## src/rtl/clint_timer.sv

```systemverilog
// Memory-mapped machine timer (mtime/mtimecmp) with a prescaled 64-bit counter.
// Optional machine software interrupt register (MSIP) enabled by CLINT_MSIP_EN.
module clint_timer #(
    parameter logic [31:0] BASE_ADDR = 32'h0200_0000,
    parameter int unsigned PRESCALE  = 4
) (
    input  logic        clk,
    input  logic        rst,
    input  logic [31:0] addr,
    input  logic [31:0] wdata,
    input  logic        wr_en,
    input  logic        rd_en,
    output logic [31:0] rdata,
    output logic        rd_valid,
    output logic        timer_interrupt
`ifdef CLINT_MSIP_EN
    ,
    output logic        sw_interrupt
`endif
);

    localparam logic [15:0] PS_MAX      = 16'(PRESCALE - 1);
    localparam logic [15:0] OFF_MSIP    = 16'h0000;
    localparam logic [15:0] OFF_CMP_LO  = 16'h4000;
    localparam logic [15:0] OFF_CMP_HI  = 16'h4004;
    localparam logic [15:0] OFF_CTRL    = 16'h8000;
    localparam logic [15:0] OFF_TIME_LO = 16'hBFF8;
    localparam logic [15:0] OFF_TIME_HI = 16'hBFFC;

    logic [63:0] mtime;
    logic [63:0] mtimecmp;
    logic        run;
    logic [15:0] pcnt;
    logic [15:0] off;
    logic        sel;
    logic        rd_hit;
    logic        wr_hit;
    logic        mtime_wr;
    logic [31:0] rd_word;
    logic        unused_addr;
`ifdef CLINT_MSIP_EN
    logic        msip;
`endif

    // Byte offset within the window, word aligned; the low address bits are don't-care.
    assign off         = {addr[15:2], 2'b00};
    assign unused_addr = ^addr[1:0];
    assign sel         = (addr[31:16] == BASE_ADDR[31:16]);
    assign rd_hit      = rd_en && sel;
    assign wr_hit      = wr_en && sel;
    assign mtime_wr    = wr_hit && ((off == OFF_TIME_LO) || (off == OFF_TIME_HI));

    always_comb begin
        rd_word = '0;
        case (off)
            OFF_CMP_LO:  rd_word = mtimecmp[31:0];
            OFF_CMP_HI:  rd_word = mtimecmp[63:32];
            OFF_CTRL:    rd_word = {31'b0, run};
            OFF_TIME_LO: rd_word = mtime[31:0];
            OFF_TIME_HI: rd_word = mtime[63:32];
`ifdef CLINT_MSIP_EN
            OFF_MSIP:    rd_word = {31'b0, msip};
`endif
            default:     rd_word = '0;
        endcase
    end

    always_ff @(posedge clk) begin
        if (rst) begin
            mtime           <= '0;
            mtimecmp        <= '1;
            run             <= 1'b1;
            pcnt            <= '0;
            rdata           <= '0;
            rd_valid        <= 1'b0;
            timer_interrupt <= 1'b0;
`ifdef CLINT_MSIP_EN
            msip            <= 1'b0;
            sw_interrupt    <= 1'b0;
`endif
        end else begin
            // rd_word reflects pre-write state, so a same-cycle read sees the old value.
            rd_valid <= rd_hit;
            if (rd_hit) begin
                rdata <= rd_word;
            end

            if (wr_hit && off == OFF_CMP_LO) begin
                mtimecmp[31:0] <= wdata;
            end
            if (wr_hit && off == OFF_CMP_HI) begin
                mtimecmp[63:32] <= wdata;
            end
            if (wr_hit && off == OFF_CTRL) begin
                run <= wdata[0];
            end

            // A software write to mtime wins over the tick and restarts the prescaler.
            if (mtime_wr) begin
                pcnt <= '0;
                if (off == OFF_TIME_LO) begin
                    mtime[31:0] <= wdata;
                end else begin
                    mtime[63:32] <= wdata;
                end
            end else if (run) begin
                if (pcnt == PS_MAX) begin
                    pcnt  <= '0;
                    mtime <= mtime + 64'd1;
                end else begin
                    pcnt <= pcnt + 16'd1;
                end
            end

            timer_interrupt <= (mtime >= mtimecmp);

`ifdef CLINT_MSIP_EN
            if (wr_hit && off == OFF_MSIP) begin
                msip <= wdata[0];
            end
            sw_interrupt <= msip;
`endif
        end
    end

endmodule

```

## config.mk

```make
export PLATFORM = sky130hd
export DESIGN_NAME = clint_timer
export DESIGN_NICKNAME = d
export VERILOG_FILES = /design/src/rtl/clint_timer.sv
export SDC_FILE = /design/constraint.sdc
export NUM_CORES = 1
export LEC_CHECK = 0
export BUFFER_PORTS_ARGS = -buffer_cell sky130_fd_sc_hd__buf_2
export CORE_ASPECT_RATIO = 1.5
export CORE_MARGIN = 2
export CORE_UTILIZATION = 50
export DETAILED_ROUTE_END_ITERATION = 10
export GPL_TIMING_DRIVEN = 0
export HOLD_SLACK_MARGIN = 0.02
export PLACE_DENSITY_LB_ADDON = 0.08
export SETUP_SLACK_MARGIN = 0.1
export SLEW_MARGIN = 20
export SYNTH_ARGS = -nofsm -noshare
export SYNTH_HDL_FRONTEND = slang
export SYNTH_SLANG_ARGS = --single-unit
```

## constraint.sdc

```tcl
create_clock -name clk -period 3.17 [get_ports clk]
set_clock_uncertainty 0.1 [all_clocks]
set_input_delay 0.4755 -clock clk [delete_from_list [all_inputs] [get_ports clk]]
set_output_delay 0.4755 -clock clk [all_outputs]
set_load 0.02 [all_outputs]
```

# Word level (Yosys, flattened, before mapping)
# Cells that the tools add are included.
op_classes:
  add_sub_neg: 2
  n_mul: 0
  n_div: 0
  n_lt_le_gt_ge: 1
  n_eq_ne: 9
  shift: 0
  n_mux: 7
  bitwise: 0
  reduce_logical: 12
op_table:
  columns: ["op", "count"]
  rows:
  - ["2-to-1 mux 64 bit", 3]
  - ["one-hot mux 32 bit (5 select lines)", 1]
  - ["adder 64 x 1 -> 64 bit, second input constant", 1]
  - ["greater-or-equal comparator 64 bit", 1]
  - ["2-to-1 mux 32 bit", 2]
  - ["equality test 14 bit, second input constant", 3]
  - ["equality test 14 x 13 -> 1 bit, second input constant", 2]
  - ["adder 16 x 1 -> 16 bit, second input constant", 1]
  - ["equality test 16 x 10 -> 1 bit, second input constant", 1]
  - ["equality test 16 x 2 -> 1 bit, second input constant", 1]
  - ["2-to-1 mux 16 bit", 1]
  - ["logical AND 1 bit", 6]
  - ["AND reduction 3 bit", 2]
  - ["nonzero test 2 bit", 2]
  - ["inequality test 2 x 1 -> 1 bit, second input constant", 1]
  - ["inequality test 2 bit, second input constant", 1]
  - ["OR reduction 2 bit", 1]
  - ["logical OR 1 bit", 1]
word_totals:
  reg_bits: 179
  latchBits: 0
  ram_bits: 0
  rom_bits: 0
  inputBits: 68
  elab_cells: 40
  mem_count: 0

# Depth between registers and ports, before layout
# Gate-level depths: netlist of run 1.
depth:
  word_depth: 5
  mapped_depth: 11

# Worst setup path after synthesis of run 1
# No wires, ideal clock.
synth_timing:
  kind: "input to register"
  from: "input port addr[14]"
  to: "register mtime[49]"
  t_arrival_ns: 2.109
  t_required_ns: 2.942
  path_slack_ns: 0.834
  stages: 10
  n_path_buf: 3
  cell_sequence: "nand2b_1 > nor4_2 > and3_1 > buf_2 > buf_6 > buf_4 > nor2_1 > a22o_1 > a22oi_1 > nor2_1"
synth_via:
  elab_chain_len: 5
  word_cells_on_any_way: 9
  cone_classes: "eq/ne (3); mux (1); reduce/logical (5)"
synth_lines:
  columns: ["item", "line", "rtl"]
  rows:
  - ["start, declared", "9", "input logic [31:0] addr,"]
  - ["equality test 14 bit, on equally long branches", "51, 101", null]
  - ["logical OR 1 bit", "51", "assign mtime_wr = wr_hit && ((off == OFF_TIME_LO) || (off == OFF_TIME_HI));"]
  - ["logical AND 1 bit", "51", null]
  - ["inequality test 2 bit (no source line) / nonzero test 2 bit (equally long branches)", null, null]
  - ["AND reduction 3 bit (no source line)", null, null]
  - ["end signal, assigned", "104", "mtime[63:32] <= wdata;"]
  - ["end signal, assigned", "109", "mtime <= mtime + 64'd1;"]
  - ["end, declared", "30", "logic [63:0] mtime;"]
# Several ways; a longest one is shown, not always the timed one.
# A chain may end at the register's enable or synchronous reset.

# Worst setup path after layout of run 1
layout_timing:
  from: "input port addr[14]"
  to: "register mtime[25]"
layout_via:
  elab_chain_len: 5
  word_cells_on_any_way: 9
  cone_classes: "eq/ne (3); mux (1); reduce/logical (5)"
layout_lines:
  columns: ["item", "line", "rtl"]
  rows:
  - ["equality test 14 bit, on equally long branches", "51, 101", null]
  - ["logical OR 1 bit", "51", null]
  - ["logical AND 1 bit", "51", null]
  - ["inequality test 2 x 1 -> 1 bit (no source line) / nonzero test 2 bit (equally long branches)", null, null]
  - ["AND reduction 3 bit (no source line)", null, null]
  - ["end signal, assigned", "102", "mtime[31:0] <= wdata;"]
  - ["end signal, assigned", "109", null]
# Several ways; a longest one is shown, not always the timed one.

==> results of run 1 <==
power groups by stage:
| stage | Sequential, W | Clock (W) | Combinational, W |
|---|---|---|---|
| after floorplan | 0.00232 | 0 | 0.000157 |
| after global placement | 0.00232 | 0 | 0.000331 |
| after detailed placement | 0.00232 | 0 | 0.000332 |
| after CTS | 0.00227 | 0.00236 | 0.000333 |
| after global routing | 0.00227 | 0.00245 | 0.000361 |
| final | 0.00227 | 0.00236 | 0.000346 |
cell usage in the layout, fill, tap and decap left out, types with 11 or more instances in the layout:
master and n:
nor3_1 22, a21o_1 21, nand4_1 32, nor2_1 103, a211oi_1 14, xor2_1 11, o211ai_1 64, buf_2 127
o21ai_1 12, dfxtp_1 179, and3_1 25, a22o_1 34, o21ai_0 56, nand2_1 158, nor4_1 14, and2_1 12
ha_1 66, inv_1 68, clkbuf_1 47, clkbuf_16 17, a31oi_1 19, a221oi_1 62, a21oi_1 102, nand3_1 38
flip-flops by register name, summed over array words and instances, names as in the netlist:
signal           cells
mtime               64
mtimecmp            64
rdata               32
pcnt                16
rd_valid             1
run                  1
timer_interrupt      1
logic make-up (layout without fill, tap and decap cells):
logic type	count (synthesis)	after routing	synth area share
simple gates	470	470	0.2283
compound gates	433	433	0.2778
flops	179	179	0.3330
buf+inv	163	296	0.06836
fa+ha+maj	66	66	0.07674
xor+xnor	11	11	0.008952
mux	7	7	0.006860
repair_timing:
item                                    4_1_cts  5_1_grt
endpoints found under the setup margin        0        1
endpoints found under the hold margin         0        0
setup buffers                                 0        2
per-layer routing:
metal / GRT usage / vias to the layer above
met4: 0.2373 / 0
met5: 0 / -
met3: 0.07165 / 169
li1: - / 5207
met2: 0.6259 / 607
met1: 0.4696 / 5451
worst max path at each step:
stage | start | end | slack (ns) | cells after the start
final | addr[14] | mtime[25] | 0.20 | 8
after global routing | addr[14] | mtime[25] | 0.21 | 8
after CTS | addr[14] | mtime[25] | 0.27 | 8
after detailed placement | addr[14] | mtime[25] | -0.19 | 8
after global placement | addr[14] | mtime[25] | -0.16 | 8
after floorplan | addr[14] | mtime[49] | 0.83 | 10
per-stage QoR:
stage	std cells	instance area (sq um)	hold WS (ns)	util
after floorplan	1329	10760	0.3644	-
after global placement	1696	11590	0.3564	0.5503
after detailed placement	1696	11590	0.3587	0.5503
after CTS	1728	12220	0.1540	0.5803
after global routing	1730	12250	0.1646	0.5816
final	1730	12250	0.1563	0.5816
final cells by class:
type | instances | area (sq um) | area share
Buffer | 94 | 476.7 | 0.03891
Inverter | 69 | 259.0 | 0.02114
Sequential cell | 179 | 3583 | 0.2925
Clock buffer | 18 | 429.2 | 0.03503
Multi-Input combinational cell | 987 | 6442 | 0.5259
Clock inverter | 14 | 201.4 | 0.01644
Tap cell | 268 | 335.3 | 0.02737
Timing Repair Buffer | 101 | 523.0 | 0.04269
worst register-to-register path: stages, from the launching register on:
cell and delay, ns:
dfxtp_1 0.44, ha_1 0.35, nand4_1 0.25, nor4_1 0.99
o31ai_1 0.33, a31oi_1 0.25, a211o_1 0.17
==> out/qor.yml, run 1 <==
yosys:
  async_flop_share: 0
  yosysMostFrequentCell: "dfxtp_1"
  synth_cell_types: 86
  yosys-top-cells-count: "dfxtp_1 (179), nand2_1 (158), nor2_1 (103), a21oi_1 (102), inv_1 (68)"
  ys_seq_elements: 179
  synth_top_area_share: 0.3330
  synth_area_leaders: "dfxtp_1 (33%), ha_1 (7.7%), nand2_1 (5.5%), a221oi_1 (5.0%), a21oi_1 (4.7%)"
  synth-seq-area-share: 0.3330
  dominantRegCellSynth: "dfxtp_1"
  yosys_warnings: 0
  synth.avg_cell_area_sq_um: 8.097
  synthesis.area_sq_um: 10760
  syn_nets: 1463
  synth_top_area_cell: "dfxtp_1"
  synth_edf_count: 0
  synth_cells: 1329
routing:
  postRouteAntennaNets: 0
  vias_per_cell: 6.609
  dr_wl_met2_mm: 20.53
  top_layer: "met4"
  met3_length_mm: 3.582
  wl_met1_mm: 16.72
  wl_mm: 43.57
  first_pass_iters: 6
  via_count: 11430
  wl_per_cell_microns: 25.19
  drtIter0Drc: 1263
  drc: 0
worst_setup_path:
  r2r_slack_ns: 0.23
  cp-end-kind: "flop"
  critPathLaunchType: "input port"
  cp_data_arrival_time_ns: 3.23
  path_cells: "buf_2 -> nand2b_1 -> nor4_2 -> nand3_2 -> a21oi_2 -> clkbuf_1 -> o21ai_0 -> a21oi_1"
  ff2ff_path_depth: 6
  r2r-start: "mtime[44]"
  critPathBufInv: 2
  cp.required_ns: 3.44
  path_class: "in2reg"
  r2r-end: "timer_interrupt"
  cp_top_family: "compound AO/OA/AOI/OAI gates"
  slowest_delay_ns: 0.64
  worstPathMaxFanout: 10
  cp_slowest_cell: "clkbuf_1"
timing:
  worst_slack_ns: 0.2039
  finalSetupViolations: 0
  post-route-min-period_ns: 2.966
  fmax_mhz: 337.1
  worst_slew_pin_slew_ns: 1.070
  hold_viol: 0
  tns_ns: 0
  slew_headroom: 0.2803
  finalMaxSlewViolations: 0
  rsz0062_at_grt: "false"
  period_share: 0.9357
finish:
  nFillCells: 1998
  fin_nets: 1583
  area_growth_syn_to_layout_pct: 13.84
  drive_above_1_share: 0.1464
  antenna_cells: 0
worst_hold_path:
  hp-start: "rd_en"
  hp-class: "in2reg"
  holdPathStages: 2
  holdPathEnd: "rdata[0]"
clocking:
  cts-root-buf: "clkbuf_16"
  clk-insertion-delay-late_ns: 0.46
  cts_resized: 0
  cts_tree: "done"
  clock_path_buffers: 2
  cts_max_level: 4
  numCtsBuffers: 17
  cts_hold_buf: 0
  cts.sinks: 179
  path_clk_slew_ns: 0.07
grt:
  grt-ovfl-total: 0
  track_usage: 0.3872
  grt_max_degree: 17
  first_global_vias: 10820
  grt_pass1_wl_mm: 64.85
  antenna_found_initial: 0
status:
  status: "finished, final reports clean"
floorplan:
  die_x_microns: 123.8
  rows: 65
  io_pins: 102
  die_y_microns: 183.7
  dieArea_sq_um: 22740
  start_util: 0.5109
  core_area_sq_um: 21060
pwr:
  peakVddDrop_uv: 400.8
  p_sw_w: 0.001284
  p_comb_frac: 0.070
  p_seq_frac: 0.456
  switching_share: 0.2582
  power_density_nw_per_um2: 405.9
  cell_internal_pwr_w: 0.003689
  p_clk_frac: 0.474
  total_power_w: 0.004973
  p_leak_nw: 5.486
placed_design:
  dp_hpwl_mm: 31.81
  pre_cts_ws_ns: -0.1937
  port_buffers: 99
  gp_congestion: 1.019
job:
  max_cap_viol_count: 0
No activity file was read; power rests on OpenSTA's default activity.
==> inputs of run 2 (changes only) <==
PLACE_DENSITY = 0.69   (was unset)
PLACE_DENSITY_LB_ADDON = unset   (was 0.08)
==> run 2 against run 1 <==
Worst setup slack got worse by 0.025 ns. Final area fell by 0.67%. Maximum frequency fell by 0.84%.
==> out/qor.yml, run 2 (same netlist as run 1, synthesis figures left out) <==
grt:
  grt_max_degree: 17  # unchanged
  track_usage: 0.3795  # -0.007714
  grt_pass1_wl_mm: 63.42  # -2.2%
  first_global_vias: 10690  # -1.3%
  antenna_found_initial: 0  # unchanged
  grt-ovfl-total: 0  # unchanged
worst_setup_path:
  r2r-start: "mtime[44]"
  cp_data_arrival_time_ns: 3.28  # +0.05 ns
  cp_slowest_cell: "nor4_1"
  cp-end-kind: "flop"
  path_class: "reg2reg"
  critPathLaunchType: "flop"
  r2r-end: "timer_interrupt"
  worstPathMaxFanout: 8  # -2
  ff2ff_path_depth: 6  # unchanged
  cp.required_ns: 3.45  # about the same
  slowest_delay_ns: 1.02  # +0.38 ns
  path_cells: "ha_1 -> nand4_1 -> nor4_1 -> o31ai_1 -> a31oi_1 -> a211o_1"
  r2r_slack_ns: 0.18  # -0.05 ns
timing:
  period_share: 0.9436  # +0.007923
  tns_ns: 0  # unchanged
  finalMaxSlewViolations: 0  # unchanged
  worst_slew_pin_slew_ns: 1.110  # +0.04036 ns
  finalSetupViolations: 0  # unchanged
  hold_viol: 0  # unchanged
  slew_headroom: 0.2532  # -0.02715
  fmax_mhz: 334.3  # -0.84%
  rsz0062_at_grt: "false"
  post-route-min-period_ns: 2.991  # +0.02512 ns
pwr:
  total_power_w: 0.004757  # -4.4%
  peakVddDrop_uv: 375.4  # -6.3%
  p_leak_nw: 5.440  # -0.83%
  power_density_nw_per_um2: 390.9  # -3.7%
routing:
  postRouteAntennaNets: 0  # unchanged
  wl_per_cell_microns: 24.68  # -2.0%
  first_pass_iters: 5  # -1
  via_count: 11370  # -0.52%
  vias_per_cell: 6.586  # -0.35%
  drc: 0  # unchanged
  drtIter0Drc: 1128  # -11%
  wl_mm: 42.63  # -2.2%
finish:
  top_regs: "mtime (64), mtimecmp (64), rdata (32)"
  drive_above_1_share: 0.1446  # -0.001755
  fin_nets: 1581  # -0.13%
  antenna_cells: 0  # unchanged
  stdcell_count: 1727  # -0.17%
  final_cell_mix: "dfxtp_1 (179), nand2_1 (158), buf_2 (127)"
  area_growth_syn_to_layout_pct: 13.07
  final_common_cell: "dfxtp_1"
clocking:
  cts-root-buf: "clkbuf_16"
  path_clk_slew_ns: 0.07  # about the same
  cts_max_level: 4  # unchanged
  cts_hold_buf: 0  # unchanged
  clock_path_buffers: 2  # unchanged
  cts_tree: "done"
  cts_resized: 0  # unchanged
  numCtsBuffers: 17  # unchanged
  clk-insertion-delay-late_ns: 0.45  # about the same
  cts.sinks: 179  # unchanged
  cts_setup_buffers: 0  # unchanged
worst_hold_path:
  hp-class: "in2reg"
  holdPathEnd: "rdata[0]"
  hp-start: "rd_en"
  holdPathStages: 2  # unchanged
floorplan:
  io_pins: 102  # unchanged
  dieArea_sq_um: 22740  # unchanged
  rows: 65  # unchanged
  core_area_sq_um: 21060  # unchanged
  start_util: 0.5109  # unchanged
  die_y_microns: 183.7  # unchanged
  die_x_microns: 123.8  # unchanged
placed_design:
  dp_hpwl_mm: 31.43  # -1.2%
  gp_congestion: 0.9998  # -1.9%
  post-place-cells: 1696  # unchanged
  port_buffers: 99  # unchanged
job:
  max_cap_viol_count: 0  # unchanged
status:
  status: "finished, final reports clean"
run 2: stage by stage:
stage	area (sq um)	hold slack [ns]	setup slack, ns	utilization
floorplan	10760	0.3644	0.8338	-
global route	12170	0.1876	0.1560	0.5777
detailed placement	11590	0.3586	-0.1115	0.5503
CTS	12170	0.1550	0.2955	0.5777
global placement	11590	0.3561	-0.04789	0.5503
finish	12170	0.1699	0.1788	0.5777
run 2: layout make-up:
class                      instances  area (sq um)
sequential                       179          3583
buffer                            94         476.7
timing repair buffer              99         495.5
inverter                          69         259.0
multi-input combinational        987          6442
clock buffer                      19         442.9
tap                              268         335.3
fill                            2015          8896
clock inverter                    12         132.6
run 2: worst max path at each step:
| stage | start | endpoint | depth (start not counted) |
|---|---|---|---|
| 2_1_floorplan | addr[14] | mtime[49] | 10 |
| 3_3_place_gp | addr[26] | mtime[25] | 9 |
| 3_5_place_dp | addr[14] | mtime[25] | 8 |
| 4_1_cts | mtime[44] | timer_interrupt | 6 |
| 5_1_grt | mtime[44] | timer_interrupt | 6 |
| 6_report | mtime[44] | timer_interrupt | 6 |
run 2: routing by layer:
| layer | vias up | global-route usage | share of wire |
|---|---|---|---|
| met5 | - | 0 | 0 |
| met4 | 0 | 0.2377 | 0.069 |
| met3 | 186 | 0.07351 | 0.084 |
| met2 | 629 | 0.6231 | 0.47 |
| met1 | 5356 | 0.4477 | 0.37 |
| li1 | 5203 | - | - |
run 2: report_power, final:
group          internal (W)  leakage, nW  switching, W  total, W
sequential          0.00226         1.44     0.0000119   0.00227
clock               0.00118        0.275      0.000966   0.00214
combinational     0.0000993         3.72      0.000245  0.000344
run 2: critical path: cells and delay by family (launching register included):
kind | cells | cell delay, ns
simple gates | 2 | 1.29
fa+ha+maj | 1 | 0.34
flops | 1 | 0.43
compound gates | 3 | 0.75
==> inputs of run 3 (changes only) <==
CORE_UTILIZATION = 54   (was 50)
GPL_ROUTABILITY_DRIVEN = 0   (was unset)
PLACE_DENSITY = 0.74   (was 0.69)
==> run 3 against run 2 <==
Sequential share of layout area about the same. First-iteration DRC count increased by 20%. Utilization is 4.3 points higher. Critical endpoint is now mtime[25]. Largest power group unchanged.
==> out/qor.yml, run 3 (same netlist as run 1, synthesis figures left out) <==
grt:
  grt_max_degree: 17  # unchanged
  first_global_vias: 11030  # +3.2%
  track_usage: 0.3803  # +0.0008070
  grt-ovfl-total: 0  # unchanged
  grt_pass1_wl_mm: 61.37  # -3.2%
  antenna_found_initial: 0  # unchanged
placed_design:
  dp_hpwl_mm: 29.57  # -5.9%
  port_buffers: 99  # unchanged
  dpl_cell_area_sq_um: 11580  # about the same
  post-place-cells: 1688  # -0.47%
timing:
  period_share: 0.9460  # +0.002401
  hold_viol: 0  # unchanged
  fmax_mhz: 333.5  # -0.25%
  rsz0062_at_grt: "false"
  finalMaxSlewViolations: 0  # unchanged
  worst_slew_pin_slew_ns: 1.010  # -0.1004 ns
  slew_headroom: 0.3269  # +0.07374
  post-route-min-period_ns: 2.999  # +0.007611 ns
  finalSetupViolations: 0  # unchanged
clocking:
  cts_hold_buf: 0  # unchanged
  cts_tree: "done"
  clock_path_buffers: 2  # unchanged
  numCtsBuffers: 17  # unchanged
  cts_setup_buffers: 0  # unchanged
  cts-root-buf: "clkbuf_16"
  path_clk_slew_ns: 0.07  # about the same
  cts.sinks: 179  # unchanged
  clk-insertion-delay-late_ns: 0.45  # about the same
  cts_max_level: 4  # unchanged
  cts_resized: 0  # unchanged
worst_setup_path:
  cp_data_arrival_time_ns: 3.26  # -0.02 ns
  worstPathMaxFanout: 10  # +2
  critPathLaunchType: "input port"
  path_class: "in2reg"
  cp-end-kind: "flop"
  r2r_slack_ns: 0.27  # +0.09 ns
  r2r-end: "timer_interrupt"
  ff2ff_path_depth: 9  # +3
  cp.required_ns: 3.43  # -0.02 ns
  r2r-start: "mtime[0]"
finish:
  nFillCells: 1772  # -12%
  antenna_cells: 0  # unchanged
  fin_nets: 1581  # unchanged
  drive_above_1_share: 0.1459  # +0.001271
  stdcell_count: 1720  # -0.41%
  seq_area_sq_um: 3583  # unchanged
  multi_input_comb_area_sq_um: 6442  # unchanged
  final_cell_mix: "dfxtp_1 (179), nand2_1 (158), buf_2 (127)"
  design_area_sq_um: 12180  # about the same
  top_regs: "mtime (64), mtimecmp (64), rdata (32)"
  final_common_cell: "dfxtp_1"
  area_growth_syn_to_layout_pct: 13.14  # about the same
routing:
  drc: 0  # unchanged
  drtIter0Drc: 1358  # +20%
  via_count: 11640  # +2.3%
  wl_mm: 40.45  # -5.1%
  vias_per_cell: 6.766  # +2.7%
  wl_per_cell_microns: 23.52  # -4.7%
  postRouteAntennaNets: 0  # unchanged
  first_pass_iters: 8  # +3
worst_hold_path:
  holdPathStages: 2  # unchanged
  hp-class: "in2reg"
  holdPathEnd: "rdata[0]"
  hp-start: "rd_en"
floorplan:
  core_area_sq_um: 19630  # -6.8%
  dieArea_sq_um: 21100  # -7.2%
  die_y_microns: 176.9  # -3.7%
  io_pins: 102  # unchanged
  rows: 63  # -3.1%
  start_util: 0.5483  # +0.03739
  die_x_microns: 119.3  # -3.7%
pwr:
  p_leak_nw: 5.437  # about the same
  peakVddDrop_uv: 310.4  # -17%
  power_density_nw_per_um2: 394.4  # +0.90%
status:
  status: "finished, final reports clean"
job:
  max_cap_viol_count: 0  # unchanged
## run 3: changes by cell type in the layout (fill, tap and decap cells not counted)
cell        before  now
clkinvlp_4       3    6
clkbuf_1        47   46
clkinv_2         3    1
clkinv_4         3    2
inv_6            1    3
## run 3: where the power goes
group	total, W	switching (W)	internal (W)
registers	0.00227	0.0000120	0.00226
clock network	0.00220	0.00101	0.00119
logic	0.000337	0.000237	0.0000994
## run 3: per-layer routing
layer / vias to the layer above / wire length (microns) / GRT usage
met5: - / 0 / 0
met4: 0 / 3334 / 0.2753
met3: 255 / 3946 / 0.08247
met2: 751 / 18570 / 0.6250
met1: 5426 / 14590 / 0.4348
li1: 5205 / - / -
## run 3: cell type report
type,count,share of cell area
Multi-Input combinational cell,987,0.5291
Sequential cell,179,0.2943
Timing Repair Buffer,99,0.04069
Buffer,94,0.03915
Clock buffer,18,0.03607
Tap cell,260,0.02672
Inverter,69,0.02127
Clock inverter,14,0.01264
## run 3: critical path, cell delays in order
cell	delay, ns
buf_2	0.10
nand2b_1	0.18
nor4_2	0.57
nand3_2	0.27
a21oi_2	0.60
clkbuf_1	0.65
o21ai_0	0.20
a21oi_1	0.20
## run 3: how the worst max path moves through the flow
stage                   from              end  slack (ns)  cells past startpoint
finish              addr[14]        mtime[25]        0.17                      8
global route        mtime[0]  timer_interrupt        0.18                      9
CTS                 mtime[0]  timer_interrupt        0.32                      9
detailed placement  addr[14]        mtime[25]       -0.04                      8
global placement    addr[14]        mtime[25]       -0.05                      8
floorplan           addr[14]        mtime[49]        0.83                     10
## run 3: stage by stage
step	total power, W	TNS (ns)	hold WS (ns)	setup WS (ns)	utilization
2_1_floorplan	0.002472	0	0.3644	0.8338	-
3_3_place_gp	0.002636	-0.05071	0.3561	-0.05071	0.5901
3_5_place_dp	0.002639	-0.03813	0.3588	-0.03691	0.5901
4_1_cts	0.004785	0	0.1604	0.3194	0.6203
5_1_grt	0.004878	0	0.1905	0.1821	0.6203
6_report	0.004802	0	0.1636	0.1712	0.6203
